<file path="src/rtl/branch_predictor_pkg.sv">
// Shared definitions for the fetch-stage branch target buffer: default widths,
// 2-bit direction counter encodings, the table entry layout and the counter
// saturation helper.
package bp_pkg;

    localparam int ADDR_W = 32;
    localparam int IDX_W  = 4;
    localparam int TAG_W  = ADDR_W - IDX_W - 2;
    localparam int CNT_W  = 16;

    // Direction counter states; the MSB is the taken prediction.
    localparam logic [1:0] SNT = 2'b00;
    localparam logic [1:0] WNT = 2'b01;
    localparam logic [1:0] WT  = 2'b10;
    localparam logic [1:0] ST  = 2'b11;

    typedef struct packed {
        logic              valid;
        logic [TAG_W-1:0]  tag;
        logic [ADDR_W-1:0] target;
        logic [1:0]        ctr;
    } bp_entry_t;

    // Move the counter one step toward the resolved outcome, holding at the ends.
    function automatic logic [1:0] next_ctr(input logic [1:0] ctr, input logic taken);
        logic [1:0] result;
        result = ctr;
        if (taken) begin
            if (ctr != ST) result = ctr + 2'd1;
        end else begin
            if (ctr != SNT) result = ctr - 2'd1;
        end
        return result;
    endfunction

endpackage

</file>
<file path="src/rtl/branch_predictor_sat_counter.sv">
// Event counter that sticks at all-ones instead of wrapping, so a long run
// never makes the statistics look small again.
module sat_counter #(
    parameter int COUNT_WIDTH = 16
) (
    input  logic                   clk,
    input  logic                   rst,
    input  logic                   inc,
    output logic [COUNT_WIDTH-1:0] count
);

    // Count events, clear on reset, freeze once every bit is set.
    always_ff @(posedge clk) begin
        if (rst) begin
            count <= '0;
        end else if (inc && (count != {COUNT_WIDTH{1'b1}})) begin
            count <= count + 1'b1;
        end
    end

endmodule

</file>
<file path="src/rtl/branch_predictor.sv">
// Fetch-stage branch target buffer with 2-bit direction counters. Fetch looks
// up the registered table; execute-stage resolution trains it, raises the
// flush/recover request and bumps the statistics counters.
module branch_predictor
    import bp_pkg::*;
#(
    parameter int ADDRESS_WIDTH = ADDR_W,
    parameter int INDEX_WIDTH   = IDX_W,
    parameter int COUNT_WIDTH   = CNT_W
) (
    input  logic                     clk,
    input  logic                     rst,
    input  logic [ADDRESS_WIDTH-1:0] PCF,
    output logic                     PredictTakenF,
    output logic [ADDRESS_WIDTH-1:0] PCPredF,
    input  logic                     UpdateE,
    input  logic [ADDRESS_WIDTH-1:0] PCE,
    input  logic                     PCSrcE,
    input  logic [ADDRESS_WIDTH-1:0] PCTargetE,
    input  logic                     PredictTakenE,
    input  logic [ADDRESS_WIDTH-1:0] PCPredE,
    output logic                     MispredictE,
    output logic [ADDRESS_WIDTH-1:0] PCRecoverE,
    output logic [COUNT_WIDTH-1:0]   BranchCount,
    output logic [COUNT_WIDTH-1:0]   MispredictCount
);

    localparam int ENTRIES   = 1 << INDEX_WIDTH;
    localparam int TAG_WIDTH = ADDRESS_WIDTH - INDEX_WIDTH - 2;

    // The entry layout comes from the package, so the table follows its default widths.
    localparam bp_entry_t RESET_ENTRY = '{valid: 1'b0, tag: '0, target: '0, ctr: WNT};

    bp_entry_t table_q [ENTRIES];

    logic [INDEX_WIDTH-1:0]   fetch_idx;
    logic [TAG_WIDTH-1:0]     fetch_tag;
    logic [INDEX_WIDTH-1:0]   upd_idx;
    logic [TAG_WIDTH-1:0]     upd_tag;
    bp_entry_t                fetch_entry;
    logic                     fetch_hit;
    logic                     upd_hit;
    logic [ADDRESS_WIDTH-1:0] fetch_seq;
    logic [ADDRESS_WIDTH-1:0] exec_seq;
    logic [ADDRESS_WIDTH-1:0] actual_next;
    logic                     pred_unused;

    assign fetch_idx = PCF[INDEX_WIDTH+1:2];
    assign fetch_tag = PCF[ADDRESS_WIDTH-1:INDEX_WIDTH+2];
    assign upd_idx   = PCE[INDEX_WIDTH+1:2];
    assign upd_tag   = PCE[ADDRESS_WIDTH-1:INDEX_WIDTH+2];
    assign fetch_seq = PCF + ADDRESS_WIDTH'(4);
    assign exec_seq  = PCE + ADDRESS_WIDTH'(4);

    // The carried taken bit is implied by PCPredE, so only the address is compared.
    assign pred_unused = PredictTakenE;

    // Fetch lookup from registered state only, so an update this cycle is not visible yet.
    always_comb begin
        fetch_entry   = table_q[fetch_idx];
        fetch_hit     = fetch_entry.valid && (fetch_entry.tag == fetch_tag);
        PredictTakenF = fetch_hit && fetch_entry.ctr[1];
        PCPredF       = PredictTakenF ? fetch_entry.target : fetch_seq;
    end

    // Compare the real next PC with what fetch assumed; only meaningful with UpdateE.
    always_comb begin
        actual_next = PCSrcE ? PCTargetE : exec_seq;
        upd_hit     = table_q[upd_idx].valid && (table_q[upd_idx].tag == upd_tag);
        MispredictE = UpdateE && (actual_next != PCPredE);
        PCRecoverE  = UpdateE ? actual_next : exec_seq;
    end

    // Train the table: reset wins, hits move the counter, taken misses allocate.
    always_ff @(posedge clk) begin
        if (rst) begin
            for (int i = 0; i < ENTRIES; i++) begin
                table_q[i] <= RESET_ENTRY;
            end
        end else if (UpdateE) begin
            if (upd_hit) begin
                table_q[upd_idx].ctr <= next_ctr(table_q[upd_idx].ctr, PCSrcE);
                if (PCSrcE) begin
                    table_q[upd_idx].target <= PCTargetE;
                end
            end else if (PCSrcE) begin
                table_q[upd_idx] <= '{valid: 1'b1, tag: upd_tag, target: PCTargetE, ctr: WT};
            end
        end
    end

    sat_counter #(.COUNT_WIDTH(COUNT_WIDTH)) u_branch_count (
        .clk   (clk),
        .rst   (rst),
        .inc   (UpdateE),
        .count (BranchCount)
    );

    sat_counter #(.COUNT_WIDTH(COUNT_WIDTH)) u_mispredict_count (
        .clk   (clk),
        .rst   (rst),
        .inc   (MispredictE),
        .count (MispredictCount)
    );

endmodule

</file>
<file path="config.mk">
export PLATFORM = sky130hd
export DESIGN_NAME = branch_predictor
export DESIGN_NICKNAME = d
export VERILOG_FILES = /design/src/rtl/branch_predictor_pkg.sv /design/src/rtl/branch_predictor_sat_counter.sv /design/src/rtl/branch_predictor.sv
export SDC_FILE = /design/constraint.sdc
export NUM_CORES = 2
export LEC_CHECK = 0
export BUFFER_PORTS_ARGS = -buffer_cell sky130_fd_sc_hd__buf_2
export CORE_MARGIN = 4
export CORE_UTILIZATION = 59
export CTS_CLUSTER_SIZE = 10
export DETAILED_ROUTE_END_ITERATION = 10
export GPL_ROUTABILITY_DRIVEN = 0
export PLACE_DENSITY = 0.76
export SKIP_CTS_REPAIR_TIMING = 1
export SYNTH_ARGS = -nofsm -noshare
export SYNTH_HDL_FRONTEND = slang
export SYNTH_SLANG_ARGS = --single-unit
</file>
<file path="constraint.sdc">
create_clock -name clk -period 11.4 [get_ports clk]
set_input_delay 1.71 -clock clk [delete_from_list [all_inputs] [get_ports clk]]
set_output_delay 1.71 -clock clk [all_outputs]
set_load 0.005 [all_outputs]
</file>
==> flow_summary.ini <==
[status]
status = finished clean

[power]
p_comb_frac = 0.122
p_int_mw = 6.44
pwr-share-seq = 0.502
vdd_ir_drop_max_mv = 0.134
p_leak_nw = 21.6
pwr_density_cell_nw_per_um2 = 147
switchingPower_mw = 2.17
power_frac_clock = 0.377
p_sw_frac = 0.252

[setup_path]
required_ps = 9690
critPathArrivalTime_ps = 6150
critPathLaunchType = input pin
critical_path_class = input pin to primary output
r2r-start = table_q[8][44]
crit_fanout = 58
end_kind = primary output
critPathLaunch = PCF[4]

[sta]
fin_skew_ps = 63.5
fmaxAchievable_mhz = 127
relSlewSlack = 0.0453
hold_violations = 0
period_share = 0.689
fin_ws_ps = 3540
final_max_slew_viol_count = 0
rsz0062_at_grt = no
min_period_ps = 7860
worst_slew_pin_slew_ps = 1420
fin_tns_setup_ps = 0
setup_violations = 0

[floorplanning]
die_h_um = 309
io_pins = 231
start_util = 0.595
core_area_um2 = 90000
die_area_um2 = 95600
rows = 110
die_w_um = 309

[layout]
fin_area_um2 = 58500
nets = 4061
final_layout_size_suffix_gt1_frac = 0.229
instances_no_fill = 5161
final_util = 0.650
area_growth_pct = 9.36

[grt]
overflow = 0
grt_usage = 0.373
grt_pass1_vias = 36388
antenna_found_initial = 38
grt_pass1_wl_um = 254000
grt_start_max_net_pins = 221

[synth]
synth.avg_cell_area_um2 = 13.6
synthTopCellsByArea = edfxtp_1 54%, mux4_2 16%, and2_1 5.9%
synthArstFlopShare = 0
yosysWarnings = 0
synth_top_flop_cell = edfxtp_1
synthesis.nets = 4069
synth_top_area_share = 0.539
netlist_area_um2 = 53500
ys_ff_latch = 1008
yosysMostFrequentCell = edfxtp_1
synthCells = 3929
yosys.area.top_type = edfxtp_1
synth.top_cells.by_count = 960 x edfxtp_1, 508 x and2_1, 434 x and3_1, 380 x mux4_2, 332 x clkbuf_1
synth_edf_count = 960
synth_cell_types = 84
yosysSeqAreaShare = 0.557

[place]
hpwl_um = 103000
portBuffers = 229
dp_cells = 4982
placed_cell_area_um2 = 55300
place_ws_ps = 3720

[routing]
viasPerCell = 7.27
drt_iter0_drc = 7321
vias = 37543
wl_per_cell_um = 34.5
wirelength_um = 178000
drc = 0
drtPass1Iterations = 6
ant_nets = 0

[clock_tree]
clk_pin_slew_ps = 50
cts.sinks = 1008
tritoncts = yes
cts_root_buf = clkbuf_16
h-tree-depth = 3
clk_latency_ps = 720
cts.path.max_buffers = 3
cts_inserted_buffers = 113

[flow_run]
max_cap_viol_count = 0

[min_path]
hold_start = table_q[3][60]
hp-class = flip-flop to flip-flop
[state kept, by name, summed over array words and instances, names as in the netlist]
register                  cells
table_q                     976
u_branch_count.count         16
u_mispredict_count.count     16
[power groups by stage]
stage	logic, mW	registers (mW)	clock network (mW)
after global placement	1.00	4.38	0
after CTS	1.01	4.32	3.24
after floorplan	0.626	4.37	0
after global routing	1.08	4.33	3.41
after detailed placement	1.01	4.39	0
final	1.05	4.32	3.24
[worst max-delay path: stages]
cell and delay, ps:
buf_6 600, buf_4 770, mux4_2 460, o31ai_1 1130
nand3_1 180, nor2_1 190, nand3_2 80, buf_4 340
mux2_2 410, buf_2 140
[routing by layer]
metal	GRT usage	share of wire	wire, um
met1	0.508	0.34	61400
met2	0.535	0.43	76600
met3	0.150	0.17	31000
met4	0.163	0.050	8890
met5	0	0.0012	222
[metrics by stage]
| step | total power [mW] | hold WS [ps] |
|---|---|---|
| detailed placement | 5.40 | 469 |
| global placement | 5.38 | 456 |
| CTS | 8.57 | 481 |
| finish | 8.61 | 485 |
| global route | 8.82 | 500 |
| floorplan | 4.99 | 444 |
[cells in the final DEF, fill, tap and decap left out, types with 21 or more instances in the layout]
master	n
nor4_1	21
xor2_1	56
mux2i_1	71
dfxtp_1	48
nand4_1	33
nor2_1	133
and3_1	434
buf_4	79
nor3_1	55
a21oi_1	92
nand3_1	58
mux2_2	32
mux4_2	380
xnor2_1	106
o21ai_0	48
clkbuf_1	36
nand2_1	117
edfxtp_1	960
and2_1	508
buf_2	222
inv_1	30
clkbuf_16	113
[area by class of cell]
class / instances / area, um2
tap: 1176 / 1470
clock inverter: 11 / 173
timing repair buffer: 308 / 1810
inverter: 34 / 128
fill: 6343 / 31500
sequential: 1008 / 29800
clock buffer: 149 / 2960
multi-input combinational: 2456 / 22100
antenna: 19 / 47.5
[final timing paths]
kind                      to  slack [ps]  cells past startpoint
max              PCPredF[31]        3540                     10
min           table_q[3][60]         480                      1
max reg2reg  table_q[10][36]        6810                     10
min reg2reg   table_q[3][60]         480                      1
[cell families (layout without fill, tap and decap cells)]
group                    count (synthesis)  after routing  synth area share
AO/OA/AOI/OAI                          318            318            0.0388
XOR/XNOR                               162            162            0.0265
adder cells (fa/ha/maj)                  8              8           0.00182
buffers and inverters                  465            502            0.0353
flip-flops                            1008           1008             0.557
multiplexers                           486            486             0.181
other                                    0             19                 0
AND/OR/NAND/NOR                       1482           1482             0.160
(Power assumes the default switching activity.)
